### src/rtl/cache_rd_arbiter.sv
// Shares one AXI AR/R channel between icache refill, dcache refill and dcache uncached loads (CACHE_ARB_RR_EN selects round-robin over dcache priority).
// Request to rend: 10 cycles for a refill, 3 for an uncached load with a zero-wait slave; one transaction outstanding, requests wait in IDLE.
module cache_rd_arbiter #(
  parameter int unsigned LINE_WORDS = 8,
  parameter logic [3:0]  AXI_ID     = 4'h0
) (
  input  logic                       clk,
  input  logic                       rst_n,

  input  logic                       ic_rreq_i,
  input  logic [31:0]                ic_raddr_i,
  output logic                       ic_rend_o,
  output logic [LINE_WORDS*32-1:0]   ic_line_o,

  input  logic                       dc_rreq_i,
  input  logic                       dc_uc_i,
  input  logic [31:0]                dc_raddr_i,
  input  logic [1:0]                 dc_load_size_i,
  output logic                       dc_rend_o,
  output logic [LINE_WORDS*32-1:0]   dc_line_o,

  output logic [3:0]                 arid_o,
  output logic [31:0]                araddr_o,
  output logic [7:0]                 arlen_o,
  output logic [2:0]                 arsize_o,
  output logic [1:0]                 arburst_o,
  output logic                       arvalid_o,
  input  logic                       arready_i,

  input  logic [31:0]                rdata_i,
  input  logic [1:0]                 rresp_i,
  input  logic                       rlast_i,
  input  logic                       rvalid_i,
  output logic                       rready_o
);

  localparam int unsigned CW   = $clog2(LINE_WORDS);
  localparam int unsigned OFFS = $clog2(LINE_WORDS * 4);
  localparam logic [7:0]  REFILL_LEN = 8'(LINE_WORDS - 1);

  typedef enum logic [1:0] {S_IDLE, S_AR, S_R, S_DONE} state_t;

  state_t                        r_state;
  logic [CW-1:0]                 r_cnt;
  logic [LINE_WORDS-1:0][31:0]   r_buf;
  logic                          r_gnt_dc;
  logic                          r_ic_rend;
  logic                          r_dc_rend;
  logic [31:0]                   r_araddr;
  logic [7:0]                    r_arlen;
  logic [2:0]                    r_arsize;
  logic [1:0]                    r_arburst;
  logic                          r_arvalid;
  logic                          r_rready;

  logic                          w_any_req;
  logic                          w_pick_dc;
  logic                          w_uc;
  logic                          w_beat;
  logic [31:0]                   w_addr;
  logic [31:0]                   w_line_addr;
  logic                          w_unused;

  assign w_any_req   = ic_rreq_i | dc_rreq_i;
  assign w_uc        = w_pick_dc & dc_uc_i;
  assign w_addr      = w_pick_dc ? dc_raddr_i : ic_raddr_i;
  assign w_line_addr = {w_addr[31:OFFS], {OFFS{1'b0}}};
  assign w_beat      = rvalid_i & r_rready;
  // Response status is deliberately not acted on; the line is delivered regardless.
  assign w_unused    = ^{rresp_i, ic_raddr_i[OFFS-1:0]};

`ifdef CACHE_ARB_RR_EN
  logic r_last_ic;

  always_ff @(posedge clk) begin
    if (!rst_n) begin
      r_last_ic <= 1'b1;
    end else if (r_state == S_IDLE && w_any_req) begin
      r_last_ic <= ~w_pick_dc;
    end
  end

  assign w_pick_dc = dc_rreq_i & (~ic_rreq_i | r_last_ic);
`else
  assign w_pick_dc = dc_rreq_i;
`endif

  always_ff @(posedge clk) begin
    if (!rst_n) begin
      r_state   <= S_IDLE;
      r_cnt     <= '0;
      r_buf     <= '0;
      r_gnt_dc  <= 1'b0;
      r_ic_rend <= 1'b0;
      r_dc_rend <= 1'b0;
      r_araddr  <= '0;
      r_arlen   <= '0;
      r_arsize  <= '0;
      r_arburst <= '0;
      r_arvalid <= 1'b0;
      r_rready  <= 1'b0;
    end else begin
      r_ic_rend <= 1'b0;
      r_dc_rend <= 1'b0;
      case (r_state)
        S_IDLE: begin
          if (w_any_req) begin
            r_gnt_dc  <= w_pick_dc;
            r_araddr  <= w_uc ? w_addr : w_line_addr;
            r_arlen   <= w_uc ? 8'd0 : REFILL_LEN;
            r_arsize  <= w_uc ? {1'b0, dc_load_size_i} : 3'd2;
            r_arburst <= 2'b01;
            r_cnt     <= '0;
            r_arvalid <= 1'b1;
            r_state   <= S_AR;
          end
        end
        S_AR: begin
          if (arready_i) begin
            r_arvalid <= 1'b0;
            r_rready  <= 1'b1;
            r_state   <= S_R;
          end
        end
        S_R: begin
          if (w_beat) begin
            // Counter wraps, so an overlong burst overwrites from word 0.
            r_buf[r_cnt] <= rdata_i;
            r_cnt        <= r_cnt + 1'b1;
            if (rlast_i) begin
              r_rready  <= 1'b0;
              r_ic_rend <= ~r_gnt_dc;
              r_dc_rend <= r_gnt_dc;
              r_state   <= S_DONE;
            end
          end
        end
        S_DONE: begin
          r_state <= S_IDLE;
        end
        default: begin
          r_state <= S_IDLE;
        end
      endcase
    end
  end

  assign arid_o    = AXI_ID;
  assign araddr_o  = r_araddr;
  assign arlen_o   = r_arlen;
  assign arsize_o  = r_arsize;
  assign arburst_o = r_arburst;
  assign arvalid_o = r_arvalid;
  assign rready_o  = r_rready;
  assign ic_rend_o = r_ic_rend;
  assign dc_rend_o = r_dc_rend;
  assign ic_line_o = r_buf;
  assign dc_line_o = r_buf;

endmodule

### config.mk
export PLATFORM = sky130hd
export DESIGN_NAME = cache_rd_arbiter
export DESIGN_NICKNAME = d
export VERILOG_FILES = /design/src/rtl/cache_rd_arbiter.sv
export SDC_FILE = /design/constraint.sdc
export NUM_CORES = 1
export LEC_CHECK = 0
export CORE_AREA = 3 3 264 266
export DETAILED_ROUTE_END_ITERATION = 8
export DIE_AREA = 0 0 267 269
export DONT_BUFFER_PORTS = 1
export PLACE_DENSITY = 0.39
export SYNTH_ARGS = -nofsm -noshare
export SYNTH_HDL_FRONTEND = slang
export SYNTH_SLANG_ARGS = --single-unit
### constraint.sdc
create_clock -name clk -period 4.2 [get_ports clk]
set_input_delay 0.84 -clock clk [delete_from_list [all_inputs] [get_ports clk]]
set_output_delay 0.84 -clock clk [all_outputs]
set_load 0.005 [all_outputs]
* Word level (Yosys, flattened, before mapping)
Index checks and enable logic that the tools add are counted.
** Operators by class
- Add/sub/neg operators :: 1
- Magnitude comparators :: 2
- Equal/unequal tests :: 7
- Mux-type cells :: 22
- Bitwise operators :: 4
- Reductions and logical operators :: 12
** Operators with widths (count)
- $bwmux W256 :: 1
- $demux W32 S3 :: 1
- $mux W32 :: 2
- $reduce_and A4 Y1 :: 3
- $mux W2 :: 5
- $mux W3 :: 3
- $ne A2 B2 Y1 const B :: 4
- $pmux W2 S4 :: 1
- $pmux W3 S2 :: 1
- $reduce_and A3 Y1 :: 2
- $reduce_bool A2 Y1 :: 3
- $mux W1 :: 5
- $mux W5 :: 1
- $eq A2 B2 Y1 const B :: 2
- $lt A3 B4 Y1 const B :: 1
- $pmux W1 S2 :: 2
- $reduce_and A2 Y1 :: 2
- $add A3 B1 Y3 const B :: 1
- $ge A3 B1 Y1 const B :: 1
- $and A1 B1 Y1 :: 2
- $eq A2 B1 Y1 const B :: 1
- $logic_not A2 Y1 :: 1
- $logic_and A1 B1 Y1 :: 1
- $not A1 Y1 :: 1
- $or A1 B1 Y1 :: 1
** Storage, ports and cells
- Bits in registers :: 310
- Output and inout bits :: 565
- Logic and storage cells :: 67

* Depth between registers and ports, before layout
Gate-level depths: netlist of the first run.
- Word-level depth :: 5
- Depth in mapped cells :: 8
- Depth with buffers taken out :: 5

* Worst setup path after synthesis of the first run
OpenSTA, ideal clock, no wires.
- Path kind :: input port to flip-flop
- From :: in dc_rreq_i
- To :: reg r_araddr[30] (netlist: araddr_o[30])
- Arrival time :: 1.923 ns
- Data required time :: 4.084 ns
- Path slack :: 2.161 ns
- Stages on the path :: 6
- Cells stage by stage :: clkbuf_1 buf_2 buf_2 mux2i_1 nand2_1 o211a_1
** On the way
- Longest elaborated chain between the ends :: 2
- Elaborated cells between the ends (all ways) :: 3
** Ends and longest elaborated chain
- from (decl) :: RTL line 15 : input logic dc_rreq_i,
- $or A1 B1 Y1 :: RTL line 64 : assign w_any_req = ic_rreq_i | dc_rreq_i;
- $reduce_and A2 Y1 (no source line)
- to (signal assigned) :: RTL line 109 : r_araddr <= w_uc ? w_addr : w_line_addr;
- to (decl) :: RTL line 49 : logic [31:0] r_araddr;
Parallel ways exist; a longest one is shown, timed or not.
A chain may end at the register's enable or synchronous reset.

* Worst setup path after layout of the first run
- From :: reg r_state[0]
- To :: reg r_buf, in the netlist dc_line_o[143]
** On the way
- Longest elaborated chain between the ends :: 2
** Ends and longest elaborated chain
- from (decl) :: RTL line 43 : state_t r_state;
- from (signal assigned) :: RTL line 90 : r_state <= S_IDLE;
- from (signal assigned) :: RTL line 115 : r_state <= S_AR;
- from (signal assigned) :: RTL line 122 : r_state <= S_R;
- $eq A2 B2 Y1 :: RTL line 105 : case (r_state)
- $reduce_and A2 Y1 (no source line)
- to (signal, indexed assignment) :: RTL line 128 : r_buf[r_cnt] <= rdata_i;
- to (decl) :: RTL line 45 : logic [LINE_WORDS-1:0][31:0] r_buf;
No other way between the ends.

==> results of run 1 <==
==> synthesized netlist by cell type, types with 4 or more instances <==
library cell  number
buf_4            269
inv_1              4
mux2i_1          285
nand3_1            5
nor2b_1            8
nor3_2             4
ha_1               4
buf_2             28
buf_6              6
clkbuf_1          41
o211a_1           28
a22oi_1            7
buf_1              4
nor2_1             5
nand2_1          325
dfxtp_1          302
==> area by class of cell <==
| cell class | instances | area, µm² |
|---|---|---|
| Antenna cell | 1 | 2.502 |
| Fill cell | 7408 | 53980 |
| Inverter | 4 | 15.01 |
| Clock inverter | 9 | 77.57 |
| Timing Repair Buffer | 11 | 120.1 |
| Clock buffer | 54 | 1060 |
| Multi-Input combinational cell | 711 | 4886 |
| Tap cell | 873 | 1092 |
| Sequential cell | 302 | 6046 |
==> how the worst min path moves through the flow <==
stage | startpoint | endpoint | slack [ns]
2_1_floorplan | r_gnt_dc | ic_rend_o | 0.41
3_3_place_gp | r_gnt_dc | ic_rend_o | 0.47
3_5_place_dp | r_gnt_dc | ic_rend_o | 0.47
4_1_cts | rst_n | araddr_o[1] | 0.41
5_1_grt | rst_n | araddr_o[1] | 0.43
6_report | rst_n | araddr_o[1] | 0.45
==> sequential cells by signal (all words and copies together) (netlist names) <==
register / cells
r_state: 2
dc_line_o: 256
ic_rend_o: 1
arburst_o: 1
r_gnt_dc: 1
dc_rend_o: 1
rready_o: 1
arlen_o: 1
r_cnt: 3
arvalid_o: 1
arsize_o: 2
araddr_o: 32
==> cell usage in the layout (no fill, tap or decap), drive strengths merged, types with 2 or more instances in the layout <==
| master | n |
|---|---|
| clkbuf | 54 |
| or4 | 2 |
| ha | 4 |
| nand3 | 5 |
| nand2b | 2 |
| o211a | 28 |
| buf | 11 |
| a22oi | 7 |
| a21boi | 3 |
| and3 | 2 |
| mux2i | 285 |
| o21ai | 4 |
| o31a | 2 |
| inv | 4 |
| conb | 11 |
| nand2 | 325 |
| clkinv | 8 |
| nor2b | 8 |
| nor2 | 5 |
| nand4b | 2 |
| dfxtp | 302 |
| o21a | 3 |
| nor3 | 5 |
==> power breakdown <==
| part | internal, mW | leakage (nW) | switching [mW] |
|---|---|---|---|
| combinational | 0.181 | 2.05 | 0.300 |
| sequential | 2.99 | 2.44 | 0.126 |
| clock | 1.80 | 0.564 | 1.24 |
==> kinds of logic (layout without fill, tap and decap cells) <==
kind of cell    Yosys count  count (layout)  synth area share [%]
buf+inv                 352              78                 18.18
compound gates           51              51                 3.396
other cells               1              12               0.02828
fa+ha+maj                 4               4                0.3774
simple gates            360             360                 10.92
flops                   302             302                 45.59
mux                     285             285                 21.51
==> critical path, cell delays in order (launching register included) <==
cell     delay (ns)
dfxtp_1        0.32
inv_1          0.08
ha_1           0.42
nand2_1        0.16
or4_2          1.06
buf_4          0.42
mux2i_1        0.16
==> per-layer routing <==
metal / vias up / global-route usage [%] / part of all wire [%]
met2: 387 / 18.45 / 49
met4: 0 / 3.883 / 3.1
li1: 3603 / - / -
met1: 3900 / 12.59 / 40
met5: - / 0 / 0
met3: 72 / 3.677 / 7.7
==> out/results.ini, run 1 <==
[synthesis]
synth_area_um2=13260
synth_seq_cells=302
synth_area_leaders=dfxtp_1, mux2i_1, buf_4
syn_area_per_cell_um2=9.787
yosysSeqAreaShare_pct=45.59
ys.flop_type=dfxtp_1
synth_warnings=0
synthArstFlopShare_pct=0
netlist_instances=1355
synth_cell_type_count=36
yosysTopAreaCell=dfxtp_1
synth_edf_count=0
synth_top_area_share_pct=45.59

[clocking]
cts.clk_slew.worst_paths_ns=0.06
post_cts_resized=0
cts_buffers=37
holdBufCountCts=0
tritoncts=built
cts_setup_buffers=0
ctsRootBufferMaster=clkbuf_16
clk-insertion-delay-late_ns=0.53
htreeDepth=2
cts_buffer_depth=3
cts.sink_count=302

[timing]
finalWorstSetupSlack_ns=1.402
finalClockSkew_ns=0.01176
slew_viol_final=0
maxSlewHeadroom_pct=30.11
hold_ws_ns=0.4522
post-route-period-util_pct=66.63
rsz0062_at_grt=false
hold_violations=0
max_freq_mhz=357.3
tns_ns=0
fin_crit_ns=2.798
tightest_slew_ns=1.048
setup_violations=0

[finish]
nNetsFinal=1179
final_cell_count_no_fill=1965
finalCoreUtilization_pct=19.77
syn2layout_area_growth_pct=0.2830
drive_gt1_share_pct=6.966
final_cell_area_um2=13300

[setup_path]
cp-end-kind=register
critPathMaxFanout=18
critical_path_class=register to register
r2r_slack_ns=1.40
r2r_start=r_state[0]
r2r-end=dc_line_o[143]
crit_start=r_state[0]
start_kind=register
worstPathRequired_ns=4.58
cp.arrival_ns=3.18
reg2reg_depth=6
endpoint=dc_line_o[143]

[pwr]
p_leak_nw=5.052
p_per_area_nw_per_um2=499.6
ir_drop_mv=0.2083
power_mw=6.644

[die]
rows=95
core_um2=67280
ioPinCount=673
fp.dieH_um=269
start_util_pct=19.71
die_x_um=267
dieArea_um2=71820

[status]
status=finished, final reports clean

[drt]
drt-vias-per-instance=4.052
drc_errors=0
firstDrtPassIters=5
ant_nets=0
wirelength_um=41540
vias=7962
wl_per_cell_um=21.14
drtIter0Drc=358

[global_routing]
grt_pass1_vias=7784
grt_start_max_net_pins=339
antenna_found_initial=1
grtUsageTotal_pct=10.80
grt-ovfl-total=0
grt_first_pass_wirelength_um=56900

[placement]
placed_area_um2=12160
place_inst=1901
dpl_worst_slack_ns=1.382
io_buffers=0
globalplace.congestion=0.6875
dp_hpwl_um=28240

[min_path]
hp-class=input pin to register
holdPathStages=1

[run]
maxCapViolations=0

Power figures use the tool's default switching activity.
==> run 2, diff against run 1 <==
==> constraint.sdc (replaced) <==
create_clock -name clk -period 2.66 [get_ports clk]
set_input_delay 0.532 -clock clk [delete_from_list [all_inputs] [get_ports clk]]
set_output_delay 0.532 -clock clk [all_outputs]
set_load 0.005 [all_outputs]
==> run 2 against run 1 <==
  * Count of clock-buffer cells in the layout grew 3
  * Total power rose by 60%
  * Clock power increased by 62%
  * Worst setup slack lost 0.70 ns
  * Non-clock buffer count rose by 10
  * First-iteration DRC count up 18%
  * Sequential share of layout area decreased by 0.54 points
  * Utilization up 0.24 points
  * Fmax up 43%
  * Register-to-register slack lost 0.70 ns
  * Critical path type unchanged
  * Largest power group is now the clock network
==> out/results.ini, run 2 (synthesized netlist as in run 1, its figures left out) <==
[finish]
final_common_cell=nand2_1  ; unchanged
multi_input_area_um2=4886  ; unchanged
syn2layout_area_growth_pct=1.491  ; was 0.2830%
ff_latch_area_um2=6046  ; unchanged
final_cell_mix=nand2_1, dfxtp_1, mux2i_1, clkbuf_16, o211a_1  ; unchanged
fillers=7388  ; was 7408
largest_reg_flops=256  ; unchanged
drive_gt1_share_pct=7.880  ; was 6.966%
nNetsFinal=1189  ; was 1179
final_cell_area_um2=13460  ; was 13300 µm²

[timing]
finalWorstSetupSlack_ns=0.7026  ; was 1.402 ns
maxSlewHeadroom_pct=61.06  ; was 30.11%
rsz0062_at_grt=false  ; unchanged
slew_viol_final=0  ; unchanged
tightest_slew_ns=0.5802  ; was 1.048 ns
finalClockSkew_ns=0.01489  ; was 0.01176 ns
hold_violations=0  ; unchanged
max_freq_mhz=510.9  ; was 357.3 MHz
tns_ns=0  ; unchanged
post-route-period-util_pct=73.59  ; was 66.63%
fin_crit_ns=1.957  ; was 2.798 ns
setup_violations=0  ; unchanged

[global_routing]
grt-ovfl-total=0  ; unchanged
grt_pass1_vias=7903  ; was 7784
antenna_found_initial=1  ; unchanged
grt_start_max_net_pins=339  ; unchanged
grtUsageTotal_pct=10.79  ; was 10.80%
grt_first_pass_wirelength_um=57050  ; was 56900 µm

[die]
die_x_um=267  ; unchanged
fp.dieH_um=269  ; unchanged
dieArea_um2=71820  ; unchanged
rows=95  ; unchanged
start_util_pct=19.71  ; unchanged
ioPinCount=673  ; unchanged
core_um2=67280  ; unchanged

[clocking]
cts.sink_count=302  ; unchanged
holdBufCountCts=0  ; unchanged
clk-insertion-delay-late_ns=0.54  ; was 0.53 ns
cts.clk_slew.worst_paths_ns=0.06  ; about the same
cts_setup_buffers=0  ; unchanged
ctsRootBufferMaster=clkbuf_16  ; unchanged
post_cts_resized=0  ; unchanged
htreeDepth=2  ; unchanged
cts_buffer_depth=3  ; unchanged
tritoncts=built  ; unchanged
cts_buffers=37  ; unchanged

[placement]
placed_area_um2=12270  ; was 12160 µm²
globalplace.congestion=0.7084  ; was 0.6875
dpl_worst_slack_ns=0.6646  ; was 1.382 ns
dp_hpwl_um=28260  ; was 28240 µm
io_buffers=0  ; unchanged

[pwr]
clockPowerShare_pct=46.3  ; was 45.9%
ir_drop_mv=0.3855  ; was 0.2083 mV
power.switching_mw=2.652  ; was 1.671 mW
combPwrFrac_pct=7.8  ; was 7.2%
p_leak_nw=5.132  ; was 5.052 nW
power.internal_mw=8.011  ; was 4.973 mW
swShare_pct=24.87  ; was 25.15%
pwr-share-seq_pct=45.9  ; was 46.9%
p_per_area_nw_per_um2=792.3  ; was 499.6 nW/µm²

[setup_path]
critical_path.top_delay_family=simple AND/OR/NAND/NOR gates  ; unchanged
crit_chain=inv_1 > ha_1 > nand2_1 > or4_2 > buf_4 > mux2i_1  ; unchanged
reg2reg_depth=6  ; unchanged
critPathMaxFanout=22  ; was 18
worstPathRequired_ns=3.05  ; was 4.58 ns
critPathMaxStageDelay_ns=0.63  ; was 1.06 ns
cp-end-kind=register  ; unchanged
crit_buf_inv=2  ; unchanged
crit_slowest_cell=or4_2  ; unchanged
cp.arrival_ns=2.35  ; was 3.18 ns
start_kind=register  ; unchanged
crit_cells=6  ; unchanged
critical_path_class=register to register  ; unchanged

[run]
maxCapViolations=0  ; unchanged

[drt]
wirelength_um=41210  ; was 41540 µm
ant_nets=0  ; unchanged
firstDrtPassIters=4  ; was 5
drtIter0Drc=424  ; was 358
drt-vias-per-instance=4.011  ; was 4.052
vias=7934  ; was 7962
wl_per_cell_um=20.84  ; was 21.14 µm
drc_errors=0  ; unchanged

[status]
status=finished, final reports clean  ; unchanged

[min_path]
hp-class=input pin to register  ; unchanged
holdPathStages=1  ; unchanged

==> run 2: cell types whose count changed in the layout (fill, tap and decap cells not counted), sizes merged <==
cell and delta:
buf +10, clkbuf +3, clkinv -3, inv +3
==> run 2: through the flow <==
step           cells  power [mW]  hold slack, ns  util, %
4_1_cts         1977       10.90         0.09973    20.00
2_1_floorplan   1365       5.648          0.4129        -
3_3_place_gp    1911       5.848          0.4504    18.24
5_1_grt         1977       11.19          0.1288    20.00
3_5_place_dp    1911       5.856          0.4477    18.24
6_report        1978       10.66          0.1387    20.01
==> run 2: worst paths after layout <==
kind	start	endpoint	slack, ns
setup / recovery	r_state[0]	dc_line_o[150]	0.70
hold / removal	rst_n	araddr_o[1]	0.14
setup reg to reg	r_state[0]	dc_line_o[150]	0.70
hold reg to reg	r_gnt_dc	ic_rend_o	0.45
==> run 2: cell type report <==
| type | instances | share of cell area, % |
|---|---|---|
| Antenna cell | 1 | 0.01859 |
| Clock buffer | 57 | 8.199 |
| Clock inverter | 9 | 0.6043 |
| Inverter | 4 | 0.1116 |
| Multi-Input combinational cell | 711 | 36.30 |
| Sequential cell | 302 | 44.92 |
| Tap cell | 873 | 8.116 |
| Timing Repair Buffer | 21 | 1.729 |
==> run 2: power groups by stage <==
| stage | clock network (mW) | logic [mW] | registers [mW] |
|---|---|---|---|
| 6_report | 4.93 | 0.834 | 4.90 |
| 5_1_grt | 5.32 | 0.948 | 4.92 |
| 4_1_cts | 5.14 | 0.853 | 4.91 |
| 3_5_place_dp | 0 | 0.851 | 5.01 |
| 3_3_place_gp | 0 | 0.841 | 5.01 |
| 2_1_floorplan | 0 | 0.717 | 4.93 |
==> run 2: metal layers <==
layer | vias up | global-route usage (%) | wire length, µm
li1 | 3637 | - | -
met1 | 3841 | 12.37 | 16270
met2 | 390 | 18.72 | 20530
met3 | 66 | 3.814 | 3350
met4 | 0 | 3.631 | 1064
met5 | - | 0 | 0
==> run 3, diff against run 2 <==
--- a/config.mk
+++ b/config.mk
@@ -9,7 +9,7 @@
 export DETAILED_ROUTE_END_ITERATION = 8
 export DIE_AREA = 0 0 267 269
 export DONT_BUFFER_PORTS = 1
-export PLACE_DENSITY = 0.39
+export PLACE_DENSITY = 0.4
 export SYNTH_ARGS = -nofsm -noshare
 export SYNTH_HDL_FRONTEND = slang
 export SYNTH_SLANG_ARGS = --single-unit
==> constraint.sdc (replaced) <==
create_clock -name clk -period 1.8 [get_ports clk]
set_input_delay 0.36 -clock clk [delete_from_list [all_inputs] [get_ports clk]]
set_output_delay 0.36 -clock clk [all_outputs]
set_load 0.005 [all_outputs]
==> run 3 against run 2 <==
  * Fmax up 15%
  * Non-clock buffer count grew 33
  * Clock skew increased by 0.0019 ns
  * Count of clock-buffer cells in the layout is the same
  * Critical endpoint is now r_cnt[2]
  * Critical path depth is the same
  * Utilization grew 0.87 points
  * Largest cell class unchanged
  * Sequential cell count stayed put
  * Die area unchanged
  * Clock power grew 54%
  * Worst setup slack got worse by 0.60 ns
==> out/results.ini, run 3 (synthesized netlist as in run 1, its figures left out) <==
[finish]
syn2layout_area_growth_pct=5.887  ; was 1.491%
num_antenna_cells=0  ; was 1
multi_input_area_um2=4923  ; was 4886 µm²
ff_latch_area_um2=6047  ; was 6046 µm²
finalCoreUtilization_pct=20.87  ; was 20.01%
final_cell_mix=nand2_1, dfxtp_1, mux2i_1, clkbuf_16, o211a_1  ; unchanged
drive_gt1_share_pct=10.65  ; was 7.880%
fillers=7350  ; was 7388
final_common_cell=nand2_1  ; unchanged
largest_reg_flops=256  ; unchanged
nNetsFinal=1222  ; was 1189

[setup_path]
start_kind=register  ; unchanged
cp-end-kind=register  ; unchanged
critical_path_class=register to register  ; unchanged
critPathMaxStageDelay_ns=0.46  ; was 0.63 ns
worstPathRequired_ns=2.19  ; was 3.05 ns
cp.arrival_ns=2.09  ; was 2.35 ns
critPathMaxFanout=4  ; was 22
crit_slowest_cell=nor3_1  ; was or4_2
crit_chain=buf_4 > inv_1 > ha_1 > nor3b_2 > nor3_1 > o21ai_0  ; was inv_1 > ha_1 > nand2_1 > or4_2 > buf_4 > mux2i_1
r2r_slack_ns=0.10  ; was 0.70 ns
critical_path.top_delay_family=simple AND/OR/NAND/NOR gates  ; unchanged
crit_buf_inv=2  ; unchanged

[clocking]
clk-insertion-delay-late_ns=0.54  ; about the same
ctsRootBufferMaster=clkbuf_16  ; unchanged
tritoncts=built  ; unchanged
cts.sink_count=302  ; unchanged
htreeDepth=2  ; unchanged
cts_buffers=37  ; unchanged
cts.clk_slew.worst_paths_ns=0.06  ; about the same
cts_buffer_depth=3  ; unchanged

[timing]
max_freq_mhz=589.5  ; was 510.9 MHz
fin_crit_ns=1.696  ; was 1.957 ns
post-route-period-util_pct=94.25  ; was 73.59%
slew_viol_final=0  ; unchanged
maxSlewHeadroom_pct=62.39  ; was 61.06%
hold_violations=0  ; unchanged
setup_violations=0  ; unchanged
finalClockSkew_ns=0.01679  ; was 0.01489 ns
tightest_slew_ns=0.5642  ; was 0.5802 ns
tns_ns=0  ; unchanged
rsz0062_at_grt=false  ; unchanged

[drt]
wl_per_cell_um=21.46  ; was 20.84 µm
drt-vias-per-instance=4.078  ; was 4.011
drc_errors=0  ; unchanged
firstDrtPassIters=4  ; unchanged
vias=8192  ; was 7934
ant_nets=0  ; unchanged
drtIter0Drc=308  ; was 424
wirelength_um=43120  ; was 41210 µm

[die]
core_um2=67280  ; unchanged
dieArea_um2=71820  ; unchanged
die_x_um=267  ; unchanged
ioPinCount=673  ; unchanged
fp.dieH_um=269  ; unchanged
start_util_pct=19.71  ; unchanged
rows=95  ; unchanged

[placement]
dp_hpwl_um=28690  ; was 28260 µm
io_buffers=0  ; unchanged
globalplace.congestion=0.7193  ; was 0.7084

[pwr]
p_per_area_nw_per_um2=1163  ; was 792.3 nW/µm²
p_leak_nw=5.398  ; was 5.132 nW
ir_drop_mv=0.5605  ; was 0.3855 mV
power_mw=16.33  ; was 10.66 mW

[global_routing]
grt_first_pass_wirelength_um=59000  ; was 57050 µm
grtUsageTotal_pct=11.20  ; was 10.79%
grt_pass1_vias=8235  ; was 7903
grt-ovfl-total=0  ; unchanged
antenna_found_initial=0  ; was 1
grt_start_max_net_pins=259  ; was 339

[run]
maxCapViolations=0  ; unchanged

[status]
status=finished, final reports clean  ; unchanged

[min_path]
hp-class=input pin to register  ; unchanged

run 3: cell type report:
type	instances	area share [%]
Clock buffer	57	8.144
Clock inverter	8	0.7663
Inverter	4	0.1069
Multi-Input combinational cell	711	35.06
Sequential cell	302	43.06
Tap cell	873	7.779
Timing Repair Buffer	54	5.079
run 3: per-layer routing:
layer	GRT usage, %	wire length, µm
met1	12.77	17190
met2	19.44	21400
met3	3.832	3181
met4	4.120	1343
met5	0	0
run 3: through the flow:
step / worst slack [ns] / hold slack (ns) / cell area [µm²] / cells
floorplan: 0.09785 / 0.4129 / 13300 / 1365
finish: 0.1036 / 0.06529 / 14040 / 2009
detailed placement: -0.08520 / 0.4405 / 12470 / 1926
global route: 0.02306 / 0.01821 / 14040 / 2009
CTS: 0.004195 / 0.001502 / 13990 / 2009
global placement: -0.06510 / 0.4491 / 12470 / 1926
run 3: final timing paths:
check                  start   endpoint  cells after the start
setup reg to reg  r_state[1]   r_cnt[2]                      6
setup / recovery  r_state[1]   r_cnt[2]                      6
hold reg to reg     r_gnt_dc  ic_rend_o                      1
hold / removal     ic_rreq_i   r_gnt_dc                      3
run 3: repair_timing:
| action | in CTS | in global routing |
|---|---|---|
| hold buffers | 10 | 0 |
| pin swaps | 2 | 3 |
| endpoints found under the hold margin | 81 | 0 |
| cloned | 2 | 1 |
| setup buffers | 6 | 0 |
| endpoints found under the setup margin | 207 | 132 |
| gates resized for setup | 6 | 9 |
run 3: power breakdown:
group / internal [mW] / switching, mW
combinational: 0.645 / 0.849
sequential: 6.97 / 0.265
clock: 4.67 / 2.93
run 3: worst register-to-register path: stages (launching register included):
cell     delay, ns
dfxtp_1       0.37
buf_4         0.13
inv_1         0.05
ha_1          0.18
nor3b_2       0.19
nor3_1        0.46
o21ai_0       0.18
